File: src/rtl/ngsx_rx_filter_pkg.sv
// Shared definitions for the NGSX receive filter: FSM state encoding,
// error counter width and a constant-friendly ceiling-log2 helper.
package ngsx_rx_filter_pkg;

    typedef enum logic [1:0] {
        INIT  = 2'd0,
        FILL  = 2'd1,
        RUN   = 2'd2,
        STALE = 2'd3
    } stateT;

    localparam int ERR_CNT_W = 8;

    function automatic int clog2(input int value);
        int result;
        int rem;
        result = 0;
        rem    = value - 1;
        while (rem > 0) begin
            result = result + 1;
            rem    = rem >> 1;
        end
        return result;
    endfunction

endpackage

File: src/rtl/ngsx_bit_filter.sv
// Per-bit debounce: counts consecutive good frames whose bit differs from the
// committed image and flags a commit on the FILTER_FRAMES-th such frame.
module ngsx_bit_filter
    import ngsx_rx_filter_pkg::*;
#(
    parameter int FILTER_FRAMES = 3
) (
    input  logic iClk,
    input  logic iRst_n,
    input  logic iGoodStrobe,
    input  logic iNewBit,
    input  logic iCurBit,
    input  logic iLoadClear,
    output logic oCommit
);

    localparam int CW = (clog2(FILTER_FRAMES) < 1) ? 1 : clog2(FILTER_FRAMES);
    localparam logic [CW-1:0] LAST = CW'(FILTER_FRAMES - 1);

    logic [CW-1:0] cnt;
    logic          differ;

    assign differ  = iNewBit ^ iCurBit;
    assign oCommit = iGoodStrobe & differ & (cnt == LAST);

    // A matching frame or a commit restarts the run of differing frames.
    always_ff @(posedge iClk or negedge iRst_n) begin
        if (!iRst_n) begin
            cnt <= '0;
        end else if (iLoadClear) begin
            cnt <= '0;
        end else if (iGoodStrobe) begin
            if (!differ || oCommit) begin
                cnt <= '0;
            end else begin
                cnt <= cnt + CW'(1);
            end
        end
    end

endmodule

File: src/rtl/ngsx_rx_filter.sv
// SGPIO receive post-processing: frame-length check, multi-frame debounce of
// the recovered register image, change reporting and link-stale detection.
module ngsx_rx_filter
    import ngsx_rx_filter_pkg::*;
#(
    parameter int                     BYTE_REGS      = 1,
    parameter int                     FILTER_FRAMES  = 3,
    parameter int                     TIMEOUT_FRAMES = 4,
    parameter logic [BYTE_REGS*8-1:0] RESET_VAL      = '0
) (
    input  logic                     iClk,
    input  logic                     iRst_n,
    input  logic                     iLoad_n,
    input  logic [BYTE_REGS*8-1:0]   iPData,
    input  logic                     iClrErr,
    output logic [BYTE_REGS*8-1:0]   oPData,
    output logic                     oValid,
    output logic                     oChange,
    output logic [BYTE_REGS*8-1:0]   oChangeMask,
    output logic                     oStale,
    output logic                     oFrameErr,
    output logic [ERR_CNT_W-1:0]     oErrCnt
);

    localparam int W    = BYTE_REGS * 8;
    localparam int TMAX = TIMEOUT_FRAMES * W;
    localparam int IW   = clog2(TMAX + 1);
    localparam int MW   = clog2(FILTER_FRAMES + 1);

    stateT          state;
    logic           rLoadQ;
    logic           strobe;
    logic           goodFrame;
    logic           frameErr;
    logic           goodRun;
    logic           loadClear;
    logic [IW-1:0]  intervalCnt;
    logic [W-1:0]   candidate;
    logic [MW-1:0]  matchCnt;
    logic [W-1:0]   commitVec;

    assign strobe    = iLoad_n & ~rLoadQ;
    assign goodFrame = strobe && (intervalCnt == IW'(W));
    assign frameErr  = strobe && !goodFrame && ((state == FILL) || (state == RUN));
    assign goodRun   = goodFrame && (state == RUN);
    assign loadClear = (state != RUN);

    // rLoadQ idles high so a released reset cannot fake a strobe.
    always_ff @(posedge iClk or negedge iRst_n) begin
        if (!iRst_n) begin
            rLoadQ      <= 1'b1;
            intervalCnt <= '0;
        end else begin
            rLoadQ <= iLoad_n;
            if (strobe) begin
                intervalCnt <= IW'(1);
            end else if (intervalCnt != IW'(TMAX)) begin
                intervalCnt <= intervalCnt + IW'(1);
            end
        end
    end

    for (genvar i = 0; i < W; i++) begin : gBit
        ngsx_bit_filter #(
            .FILTER_FRAMES (FILTER_FRAMES)
        ) uBit (
            .iClk        (iClk),
            .iRst_n      (iRst_n),
            .iGoodStrobe (goodRun),
            .iNewBit     (iPData[i]),
            .iCurBit     (oPData[i]),
            .iLoadClear  (loadClear),
            .oCommit     (commitVec[i])
        );
    end

    always_ff @(posedge iClk or negedge iRst_n) begin
        if (!iRst_n) begin
            state       <= INIT;
            oPData      <= RESET_VAL;
            oValid      <= 1'b0;
            oChange     <= 1'b0;
            oChangeMask <= '0;
            oStale      <= 1'b0;
            oFrameErr   <= 1'b0;
            oErrCnt     <= '0;
            candidate   <= '0;
            matchCnt    <= '0;
        end else begin
            oChange   <= 1'b0;
            oFrameErr <= frameErr;

            if (iClrErr) begin
                oErrCnt <= '0;
            end else if (frameErr && (oErrCnt != '1)) begin
                oErrCnt <= oErrCnt + ERR_CNT_W'(1);
            end

            case (state)
                INIT: begin
                    if (strobe) begin
                        state    <= FILL;
                        matchCnt <= '0;
                    end
                end

                // Image is adopted only after FILTER_FRAMES identical good frames.
                FILL: begin
                    if (strobe) begin
                        if (goodFrame) begin
                            if ((matchCnt == '0) || (iPData != candidate)) begin
                                candidate <= iPData;
                                matchCnt  <= MW'(1);
                            end else if (matchCnt == MW'(FILTER_FRAMES - 1)) begin
                                oPData   <= candidate;
                                oValid   <= 1'b1;
                                matchCnt <= '0;
                                state    <= RUN;
                            end else begin
                                matchCnt <= matchCnt + MW'(1);
                            end
                        end
                    end else if (intervalCnt == IW'(TMAX)) begin
                        oStale <= 1'b1;
                        oValid <= 1'b0;
                        state  <= STALE;
                    end
                end

                RUN: begin
                    if (strobe) begin
                        if (goodFrame && (|commitVec)) begin
                            oPData      <= oPData ^ commitVec;
                            oChange     <= 1'b1;
                            oChangeMask <= commitVec;
                        end
                    end else if (intervalCnt == IW'(TMAX)) begin
                        oStale <= 1'b1;
                        oValid <= 1'b0;
                        state  <= STALE;
                    end
                end

                STALE: begin
                    if (strobe) begin
                        oStale   <= 1'b0;
                        matchCnt <= '0;
                        state    <= FILL;
                    end
                end

                default: state <= INIT;
            endcase
        end
    end

endmodule

File: config.mk
export PLATFORM = sky130hd
export DESIGN_NAME = ngsx_rx_filter
export DESIGN_NICKNAME = d
export VERILOG_FILES = /design/src/rtl/ngsx_rx_filter_pkg.sv /design/src/rtl/ngsx_bit_filter.sv /design/src/rtl/ngsx_rx_filter.sv
export SDC_FILE = /design/constraint.sdc
export NUM_CORES = 1
export LEC_CHECK = 0
export CAP_MARGIN = 20
export CORE_MARGIN = 2
export CORE_UTILIZATION = 45
export CTS_BUF_LIST = sky130_fd_sc_hd__clkbuf_8
export DETAILED_ROUTE_END_ITERATION = 8
export PLACE_DENSITY = 0.67
export SETUP_SLACK_MARGIN = 0.2
export SLEW_MARGIN = 20
export SYNTH_ARGS = -nofsm -noshare
export SYNTH_HDL_FRONTEND = slang
export SYNTH_SLANG_ARGS = --single-unit
File: constraint.sdc
create_clock -name iClk -period 2.65 [get_ports iClk]
set_input_delay 0.3975 -clock iClk [delete_from_list [all_inputs] [get_ports iClk]]
set_output_delay 0.3975 -clock iClk [all_outputs]
set_load 0.005 [all_outputs]
======== After elaboration in Yosys (flattened, before gate mapping) ========
Index checks and enable logic that the tools add are counted.
storage, ports and cells
  register bits ........................... 63
  latch bits .............................. 0
  bits in writable memories ............... 0
  ROM bits ................................ 0
  input port bits ......................... 12
  output and inout bits ................... 28
  word-level logic and storage cells ...... 196
  memories ................................ 0
operators by class
  add/sub/neg operators ................... 11
  multiply operators ...................... 0
  divide/modulo/power cells ............... 0
  order comparisons ....................... 0
  equal/unequal tests ..................... 32
  shift-type cells ........................ 0
  mux-type cells .......................... 63
  bitwise operators ....................... 27
  reductions and logical operators ........ 43
operators by type and width
  cell                   count
  $mux W2                36
  $mux W8                8
  $eq A2 B2 Y1 const B   11
  $add A2 B1 Y2 const B  9
  $and A1 B1 Y1          17
  $ne A2 B2 Y1 const B   8
  $pmux W8 S2            1
  $mux W1                12
  $mux W6                2
  $reduce_and A4 Y1      3
  $reduce_bool A2 Y1     6
  $logic_or A1 B1 Y1     10
  $reduce_and A5 Y1      2
  $logic_not A1 Y1       9
  $add A8 B1 Y8 const B  1
  $ne A2 B1 Y1 const B   4
  $ne A8 B8 Y1           1
  $ne A8 B8 Y1 const B   1
  $reduce_or A8 Y1       1
  $xor A1 B1 Y1          8
  $xor A8 B8 Y8          1
  $reduce_and A7 Y1      1
  $add A6 B1 Y6 const B  1
  $eq A6 B4 Y1 const B   1
  13 further kinds       22

======== Logic depth before layout (Yosys ltp) ========
Gate-level depths: netlist of run 1.
  depth in word-level cells ............... 11
  mapped depth ............................ 9

======== By module ========
A second synthesis of run 1 with hierarchy kept.
second synthesis, totals
  cell total of the unflattened synthesis .. 346
  area, all modules ....................... 3,404.5 µm²
by module, submodules not included
  module           instances  cells each  area an instance (µm²)
  ngsx_rx_filter   1          250         2,453.6
  ngsx_bit_filter  8          12          118.9

======== Least setup slack after synthesis of run 1 ========
No wires, ideal clock.
  kind .................................... reg2reg
  from .................................... register intervalCnt[0]
  to ...................................... register oErrCnt[7]
  library setup time ...................... 78 ps
  data arrival time ....................... 1,903 ps
  required time ........................... 2,572 ps
  path slack .............................. 669 ps
  stages on the path, launching flop included .. 8
  buffers on the path ..................... 0
  cell sequence ........................... dfrtp_1 -> inv_1 -> ha_1 -> nor3b_2 -> and2_4 -> or3_1 -> or4_1 -> a21oi_1
between the ends
  longest elaborated chain between the ends .. 7
ends and longest elaborated chain
  what                                 line                  text
  from (decl)                          ngsx_rx_filter.sv:37  logic [IW-1:0] intervalCnt;
  from (signal assigned)               ngsx_rx_filter.sv:58  intervalCnt <= intervalCnt + IW'(1);
  $eq A6 B4 Y1                         ngsx_rx_filter.sv:43  assign goodFrame = strobe && (intervalCnt == IW'(W));
  $logic_and A1 B1 Y1                  ngsx_rx_filter.sv:43
  $logic_not A1 Y1                     ngsx_rx_filter.sv:44  assign frameErr = strobe && !goodFrame && ((state == FILL) || (state == RUN));
  $logic_and A1 B1 Y1 (2 in a row)     ngsx_rx_filter.sv:44
  $logic_and A1 B1 Y1                  ngsx_rx_filter.sv:95  end else if (frameErr && (oErrCnt != '1)) begin
  $reduce_bool A2 Y1 (no source line)  n/a
  to (signal assigned)                 ngsx_rx_filter.sv:96  oErrCnt <= oErrCnt + ERR_CNT_W'(1);
  to (decl)                            ngsx_rx_filter.sv:22  output logic [ERR_CNT_W-1:0] oErrCnt
Every way passes these cells.
A chain may end at the register's enable or synchronous reset.

======== Worst setup path after layout of run 1 ========
  from .................................... input port iPData[2]
  to ...................................... register oPData[0]
between the ends
  longest elaborated chain between the ends .. 7
  elaborated cells between the ends (all ways) .. 10
  classes of those cells .................. eq/ne: 3; bitwise: 3; reduce/logical: 4
ends and longest elaborated chain
  what                                    line                   text
  from (decl)                             ngsx_rx_filter.sv:14   input logic [BYTE_REGS*8-1:0] iPData,
  $xor A1 B1 Y1                           ngsx_bit_filter.sv:23  assign differ = iNewBit ^ iCurBit;
  $and A1 B1 Y1 (2 in a row)              ngsx_bit_filter.sv:24  assign oCommit = iGoodStrobe & differ & (cnt == LAST);
  $reduce_or A8 Y1                        ngsx_rx_filter.sv:132  if (goodFrame && (|commitVec)) begin
  $logic_and A1 B1 Y1                     ngsx_rx_filter.sv:132
  $ne A2 B1 Y1 (no source line)           n/a
  $reduce_and A7 Y1 (no source line) (*)  n/a
  to (signal assigned)                    ngsx_rx_filter.sv:115  oPData <= candidate;
  to (signal assigned)                    ngsx_rx_filter.sv:133  oPData <= oPData ^ commitVec;
  to (decl)                               ngsx_rx_filter.sv:16   output logic [BYTE_REGS*8-1:0] oPData,
Every way passes the cells marked *; elsewhere a longest branch is shown, timed or not.

==> results of run 1 <==
flip-flops by register name, summed over array words and instances (netlist names), 2 cells and up:
name / count
state: 2
intervalCnt: 6
candidate: 8
oErrCnt: 8
gBit.uBit.cnt: 16
oChangeMask: 8
oPData: 8
matchCnt: 2
cells by family after synthesis:
logic type	synth area share [%]
adder cells (fa/ha/maj)	4.82
AND/OR/NAND/NOR	20.7
AO/OA/AOI/OAI	13.0
buffers and inverters	5.17
XOR/XNOR	7.96
multiplexers	4.93
flip-flops	43.4
worst reg2reg max path: cells and delay by family (launching register included):
kind	cells	cell delay (ps)
AOI/OAI and AO/OA	2	650
adders and majority gates	1	130
buffers and inverters	1	70
DFF	1	420
and+or+nand+nor	2	750
cells in the mapped netlist (all sizes together) (5+ instances only):
| cell | count |
|---|---|
| nor4 | 15 |
| nor2b | 26 |
| a221oi | 7 |
| nand3 | 11 |
| buf | 13 |
| nand2 | 20 |
| clkbuf | 10 |
| o21ai | 7 |
| mux2 | 15 |
| dfrtp | 62 |
| nor2 | 39 |
| o2bb2ai | 8 |
| xnor2 | 18 |
| inv | 16 |
| ha | 14 |
| a21oi | 22 |
| xor2 | 15 |
| nand4 | 5 |
cell type report:
cell class | count | area share, %
Clock buffer | 11 | 3.42
Inverter | 16 | 1.36
Timing Repair Buffer | 61 | 12.7
Clock inverter | 5 | 1.81
Multi-Input combinational cell | 269 | 42.2
Tap cell | 102 | 2.88
Sequential cell | 63 | 35.6
power groups by stage:
stage | sequential [uW] | clock (uW) | combinational [uW]
global route | 1180 | 1040 | 880
CTS | 1170 | 997 | 793
global placement | 1180 | 0 | 776
detailed placement | 1190 | 0 | 788
floorplan | 1170 | 0 | 556
finish | 1170 | 976 | 786
per-layer routing:
metal  GRT usage (%)  share of wire (%)
met5               0                  0
met2            30.6                 45
met1            28.3                 48
met3            3.61                4.8
met4            9.06                1.8
worst paths after layout:
kind                                start        endpoint  slack, ps
setup / recovery                iPData[2]       oPData[0]        480
hold / removal                     iRst_n  intervalCnt[1]        110
hold reg to reg            oChangeMask[0]  oChangeMask[0]        490
max in group asynchronous          iRst_n          rLoadQ       1860
min in group iClk          oChangeMask[0]  oChangeMask[0]        490
setup reg to reg           intervalCnt[0]       oPData[0]        490
metrics by stage:
step / hold WS, ps / cells / power [uW] / area (sq um)
2_1_floorplan: 102 / 371 / 1720 / 3630
3_3_place_gp: 473 / 511 / 1960 / 4200
3_5_place_dp: 476 / 511 / 1980 / 4200
4_1_cts: 121 / 527 / 2960 / 4430
5_1_grt: 144 / 527 / 3100 / 4430
6_report: 107 / 527 / 2930 / 4430
==> run_results.csv, run 1 <==
group,metric,value,unit
final_layout,seq_area,1580,sq um
synthesis,syn-num-nets,397,
global_routing,antenna_found_initial,0,
synthesis,synth_seq_cells,63,
synthesis,synthTopCellsByArea,"dfrtp_1 43%, ha_1 4.8%, mux2_2 4.7%",
worst_setup_path,crit_fanout,8,
pwr,p_clk_share,33.3,%
cts,clock_sinks,63,
routing,firstDrtPassIters,4,
floorplanning,floorplan.initialDensity,46.8,%
final_layout,nNetsFinal,446,
cts,cts.htree.levels,3,
pwr,p_leak,0.00188,uW
global_routing,grt_pass1_wl,13800,microns
worst_setup_path,max_stage_delay,560,ps
synthesis,synth_seq_area_share,43.4,%
routing,drc,0,
floorplanning,die_area,8810,sq um
sta,clock_skew,7.44,ps
worst_setup_path,cp_data_arrival_time,2370,ps
cts,cts_tree,"yes",
sta,slew_headroom,52.0,%
synthesis,synth_flop_cell,"dfrtp_1",
sta,tightest_slew,720,ps
synthesis,synthArstFlopShare,100,%
pwr,sequentialPowerShare,39.9,%
sta,period_share,82.0,%
final_layout,utilization,57.0,%
worst_setup_path,crit_path_start_kind,"primary input",
worst_setup_path,required,2850,ps
place,port_buffers,39,
worst_setup_path,ff2ff_path_depth,6,
synthesis,yosys_warnings,0,
cts,clock_latency,340,ps
routing,drt_iter0_markers,92,
final_layout,drive_above_1_share,14.6,%
flow_run,drv_cap,0,
sta,setup_viol,0,
final_layout,fillCellCount,704,
worst_setup_path,crit_buf_inv,2,
final_layout,most-common-layout-cells,"62 x dfrtp_1, 39 x nor2_1, 38 x clkdlybuf4s50_1",
worst_hold_path,hold_class,"primary input to async pin",
routing,via_count,2901,
sta,rsz0062_at_grt,"false",
sta,timing.setup.tns,0,ps
routing,ant_nets,0,
synthesis,synth_top_area_share,42.7,%
place,pre_cts_slack,127,ps
pwr,intPower,2010,uW
worst_setup_path,criticalPathCategory,"primary input to register",
worst_setup_path,cp.depth,7,
final_layout,n_antenna_cell,0,
routing,vias_per_cell,5.50,
cts,post_cts_buffers,0,
floorplanning,die_h,93.8,microns
global_routing,grt_start_max_net_pins,35,
synthesis,syn_area_per_cell,9.79,sq um
synthesis,synth_area,3630,sq um
pwr,power_density,662,nW/um^2
sta,worst_slack,477,ps
worst_setup_path,endpoint_kind,"register",
global_routing,grt_pass1_vias,2878,
pwr,combPwrFrac,26.8,%
global_routing,grt_usage,20.2,%
synthesis,netlist.top_cell.by_area,"dfrtp_1",
run_status,status,"completed",
floorplanning,pin_count,40,
final_layout,syn_to_final_growth,21.9,%
sta,finalMaxSlewViolations,0,
cts,holdBufCountCts,0,
worst_setup_path,critPathTopFamily,"buffers and inverters",
sta,fin_crit,2170,ps
floorplanning,coreArea,7770,sq um
synthesis,synth_cell_types,51,
worst_setup_path,crit_path_top_delay_cell,"clkdlybuf4s50_1",
sta,finalHoldViolations,0,
routing,routed_wirelength,8240,microns
final_layout,layout_commonest_cell,"dfrtp_1",
worst_setup_path,path_cells,"clkdlybuf4s50_1 -> xnor2_1 -> nand4_1 -> nor4b_2 -> buf_4 -> o2111a_1 -> a221oi_1",
cts,clk_pin_slew,70,ps
place,place_congestion,0.852,
sta,max_freq,0.460,GHz
floorplanning,dieWidth,93.8,microns
cts,cts-resized-gates,0,
cts,cts_root_buf,"clkbuf_8",
place,hpwlAfterDp,5790,microns
synthesis,synth-edff-count,0,
routing,routedWlPerCell,15.6,microns
global_routing,grt_overflow,0,
pwr,peakVddDrop,0.281,mV
pwr,p_switching,917,uW
synthesis,synth_cells,371,
cts,clockBufferDepth,2,
final_layout,multi_input_area,1870,sq um
floorplanning,rows,32,
cts,cts_made_buffers,9,
pwr,switching_share,31.3,%
(Power assumes the default switching activity.)
==> run 2, diff against run 1 <==
- PLACE_DENSITY: 0.67 -> 0.7
- clock period: 2.65 -> 1.8 ns (I/O delays scaled with it)
==> run_results.csv, run 2 (synthesis gave the netlist of run 1 again) <==
group,metric,value,unit
final_layout,drive_above_1_share,45.9,%
final_layout,n_antenna_cell,0,
sta,period_share,114,%
pwr,p_clk_share,24.0,%
sta,timing.hold.ws,390,ps
worst_setup_path,critPathLaunch,"candidate[6]",
global_routing,antenna_found_initial,0,
routing,routed_wirelength,12500,microns
sta,fin_crit,2050,ps
final_layout,nNetsFinal,544,
sta,setup_viol,48,
routing,drc,0,
place,port_buffers,39,
cts,cts_made_buffers,9,
cts,clk_pin_slew,90,ps
sta,worst_slack,-253,ps
final_layout,layout_commonest_cell,"buf_4",
pwr,p_leak,0.00266,uW
worst_setup_path,crit_fanout,4,
floorplanning,dieWidth,93.8,microns
routing,routedWlPerCell,20.0,microns
worst_setup_path,ff2ff_path_depth,6,
pwr,switching_share,35.8,%
place,placed_cell_area,4790,sq um
worst_setup_path,cp_data_arrival_time,2320,ps
worst_setup_path,required,2070,ps
sta,finalMaxSlewViolations,0,
pwr,power.total,4940,uW
global_routing,grt_start_max_net_pins,25,
global_routing,grt_usage,25.5,%
routing,via_count,3516,
final_layout,syn_to_final_growth,64.5,%
routing,vias_per_cell,5.63,
sta,slew_headroom,63.5,%
worst_setup_path,reg2reg_setup_slack,-250,ps
pwr,sequentialPowerShare,34.7,%
pwr,p_switching,1770,uW
pwr,combPwrFrac,41.3,%
sta,clock_skew,13.5,ps
place,place_congestion,0.852,
global_routing,grt_pass1_vias,3445,
sta,tightest_slew,543,ps
worst_setup_path,endpoint_kind,"register",
run_status,status,"finished, violations left",
pwr,peakVddDrop,0.567,mV
cts,cts_tree,"yes",
final_layout,largest_reg_flops,16,
worst_hold_path,hold_class,"primary input to async pin",
worst_setup_path,crit_path_start_kind,"register",
run_status,violations,"setup timing",
routing,drt_iter0_markers,228,
final_layout,fillCellCount,458,
floorplanning,die_h,93.8,microns
flow_run,drv_cap,0,
routing,firstDrtPassIters,4,
floorplanning,coreArea,7770,sq um
final_layout,final_cell_area,5980,sq um
global_routing,grt_overflow,0,
floorplanning,die_area,8810,sq um
sta,rsz0062_at_grt,"true",
cts,clock_latency,360,ps
worst_setup_path,reg2reg_from,"candidate[6]",
sta,finalHoldViolations,0,
sta,max_freq,0.487,GHz
cts,cts_root_buf,"clkbuf_8",
routing,ant_nets,0,
worst_setup_path,r2r-end,"oPData[4]",
global_routing,grt_pass1_wl,17100,microns
pwr,intPower,3170,uW
cts,cts.htree.levels,3,
worst_setup_path,criticalPathCategory,"register to register",
final_layout,most-common-layout-cells,"92 x buf_4, 61 x dfrtp_1, 39 x nor2_1",
place,hpwlAfterDp,6900,microns
floorplanning,floorplan.initialDensity,46.8,%
final_layout,utilization,76.9,%
cts,clockBufferDepth,2,
floorplanning,pin_count,40,
floorplanning,rows,32,
worst_setup_path,endpoint,"oPData[4]",
final_layout,top_register,"gBit.uBit.cnt",
cts,clock_sinks,63,
pwr,power_density,827,nW/um^2
-- run 2: changes by cell type in the layout (fill, tap and decap cells not counted), moves of 14 or more --
cell             previous run  this run
buf_6                       0        21
mux2_4                      0        15
clkdlybuf4s50_1            38        24
buf_4                      21        92
nor4_1                     15         0
mux2_2                     15         0
nor4_4                      0        15
-- run 2: final cells by class --
class | count | area [sq um] | share of cell area [%]
multi-input cells | 269 | 2560 | 42.9
clock inverters | 6 | 45.0 | 0.754
clock buffers | 10 | 138 | 2.30
inverters | 16 | 65.1 | 1.09
well taps | 102 | 128 | 2.14
flip-flops and latches | 63 | 1580 | 26.4
repair buffers | 159 | 1460 | 24.4
-- run 2: what timing repair did --
action | 4_1_cts | 5_1_grt
pin swaps | 20 | 22
hold endpoints to repair | 15 | 0
hold buffers | 1 | 0
resized for setup | 93 | 49
setup endpoints to repair | 64 | 62
setup buffers | 11 | 25
cloned | 1 | 1
-- run 2: routing by layer --
layer	global-route usage, %	routed length (microns)
met1	31.1	4860
met2	43.6	6560
met3	4.33	667
met4	12.2	428
met5	0	0
-- run 2: how the worst min path moves through the flow --
| stage | from | endpoint | slack [ps] | cells after the start |
|---|---|---|---|---|
| after CTS | iRst_n | oErrCnt[5] | 390 | 2 |
| after detailed placement | iRst_n | intervalCnt[2] | 240 | 1 |
| final | iRst_n | oChangeMask[3] | 390 | 2 |
| after global routing | iPData[4] | candidate[4] | 400 | 3 |
| after global placement | iRst_n | intervalCnt[2] | 240 | 1 |
| after floorplan | iRst_n | candidate[0] | -30 | 0 |
-- run 2: worst max-delay path, stage by stage, from the launching register on --
cell,delay (ps)
dfrtp_1,410
xnor2_2,180
nand4_1,200
nor4b_4,450
buf_4,220
mux2_4,310
a221oi_2,190
-- run 2: power by group through the flow --
stage / Combinational (uW) / Clock (uW) / Sequential [uW]
6_report: 2040 / 1180 / 1710
3_5_place_dp: 1640 / 0 / 1720
2_1_floorplan: 976 / 0 / 1730
3_3_place_gp: 1600 / 0 / 1710
4_1_cts: 1790 / 1170 / 1700
5_1_grt: 2190 / 1260 / 1730
-- run 2: per-stage QoR --
stage | setup TNS (ps) | worst slack [ps] | cells
6_report | -4030 | -253 | 625
5_1_grt | -7880 | -319 | 625
2_1_floorplan | -721 | -84.5 | 371
4_1_cts | -2570 | -205 | 599
3_3_place_gp | -14000 | -552 | 570
3_5_place_dp | -16040 | -605 | 570
==> run 3, diff against run 2 <==
- PLACE_DENSITY: 0.7 -> 0.67
- clock period: 1.8 -> 2.4 ns (I/O delays scaled with it)
==> run_results.csv, run 3 (synthesis gave the netlist of run 1 again) <==
group,metric,value,unit
sta,tightest_slew,482,ps
run_status,status,"completed",
global_routing,grt_pass1_wl,13800,microns
sta,rsz0062_at_grt,"false",
final_layout,fillCellCount,656,
worst_setup_path,crit_fanout,6,
worst_hold_path,hold_class,"primary input to register",
place,dp_cells,515,
final_layout,largest_reg_flops,16,
final_layout,final_cell_area,4520,sq um
pwr,p_clk_share,29.1,%
cts,clockBufferDepth,2,
cts,cts.htree.levels,3,
sta,slew_headroom,67.9,%
routing,routed_wirelength,8150,microns
flow_run,drv_cap,0,
cts,clk_pin_slew,70,ps
final_layout,stdcell_count,537,
global_routing,antenna_found_initial,0,
final_layout,most-common-layout-cells,"62 x dfrtp_1, 39 x nor2_1, 37 x clkdlybuf4s50_1",
pwr,intPower,2110,uW
routing,firstDrtPassIters,6,
worst_setup_path,crit_path_start_kind,"register",
routing,drt_iter0_markers,141,
final_layout,layout_commonest_cell,"dfrtp_1",
global_routing,grt_pass1_vias,2919,
routing,vias_per_cell,5.53,
routing,routedWlPerCell,15.2,microns
worst_setup_path,criticalPathCategory,"register to register",
floorplanning,pin_count,40,
place,hpwlAfterDp,5840,microns
sta,clock_skew,8.93,ps
sta,finalMaxSlewViolations,0,
place,place_congestion,0.851,
cts,cts_root_buf,"clkbuf_8",
global_routing,grt_start_max_net_pins,33,
final_layout,nNetsFinal,456,
floorplanning,rows,32,
pwr,power.total,3130,uW
sta,finalHoldViolations,0,
final_layout,top_register,"gBit.uBit.cnt",
sta,timing.hold.ws,470,ps
floorplanning,die_h,93.8,microns
floorplanning,dieWidth,93.8,microns
cts,cts_tree,"yes",
floorplanning,die_area,8810,sq um
place,port_buffers,39,
floorplanning,coreArea,7770,sq um
global_routing,grt_overflow,0,
final_layout,n_antenna_cell,0,
sta,period_share,87.2,%
cts,cts_made_buffers,9,
floorplanning,floorplan.initialDensity,46.8,%
pwr,switching_share,32.6,%
sta,setup_viol,0,
worst_setup_path,required,2660,ps
pwr,power_density,692,nW/um^2
cts,clock_latency,340,ps
worst_setup_path,endpoint_kind,"register",
routing,ant_nets,0,
routing,via_count,2972,
place,placed_cell_area,4210,sq um
pwr,combPwrFrac,29.5,%
cts,clock_sinks,63,
pwr,p_leak,0.00193,uW
global_routing,grt_usage,20.1,%
pwr,p_switching,1020,uW
routing,drc,0,
pwr,peakVddDrop,0.320,mV
final_layout,drive_above_1_share,17.9,%
sta,max_freq,0.478,GHz
final_layout,syn_to_final_growth,24.4,%
sta,fin_crit,2090,ps
pwr,sequentialPowerShare,41.4,%
worst_setup_path,cp_data_arrival_time,2350,ps
## run 3: worst max-delay path: stages, from the launching register on
cell and delay, ps:
dfrtp_1 370, inv_1 50, ha_1 180, nor3b_2 190, and2_4 160, or3_1 400
or4_1 510, a21oi_1 150
## run 3: per-layer routing
metal	track usage (%)	share of wire, %
met4	8.45	2.0
met3	4.17	3.6
met2	30.9	46
met1	27.5	48
met5	0	0
## run 3: worst paths after layout
kind / from / endpoint / slack (ps) / depth (start not counted)
setup / recovery: intervalCnt[0] / oErrCnt[7] / 310 / 7
setup reg to reg: intervalCnt[0] / oErrCnt[7] / 310 / 7
hold reg to reg: oChangeMask[1] / oChangeMask[1] / 490 / 1
max in group asynchronous: iRst_n / oChangeMask[7] / 1190 / 3
min in group asynchronous: iRst_n / intervalCnt[0] / 500 / 2
hold / removal: iLoad_n / rLoadQ / 470 / 1
## run 3: area by class of cell
cell class                      count  area [sq um]  area share (%)
Sequential cell                    63          1580            34.9
Timing Repair Buffer               70           627            13.9
Clock buffer                       10           138            3.05
Inverter                           16          60.1            1.33
Multi-Input combinational cell    270          1940            42.9
Clock inverter                      6          52.6            1.16
Tap cell                          102           128            2.82
## run 3: per-stage QoR
stage               TNS, ps  utilization, %  setup WS (ps)
global placement      -5.90            54.2          -5.90
global route              0            58.2            203
finish                    0            58.2            308
detailed placement     -550            54.2          -62.7
floorplan                 0               -            419
CTS                       0            56.8            242
## run 3: power groups by stage
stage	combinational (uW)	clock (uW)	sequential [uW]
after global routing	1030	981	1310
final	922	911	1290
after floorplan	614	0	1290
after CTS	884	922	1290
after global placement	870	0	1310
after detailed placement	875	0	1310
## run 3: timing repair
item	4_1_cts	5_1_grt
gates resized for setup	0	12
hold buffers	1	0
endpoints found under the hold margin	18	0
endpoints found under the setup margin	0	32
buffers inserted	0	4
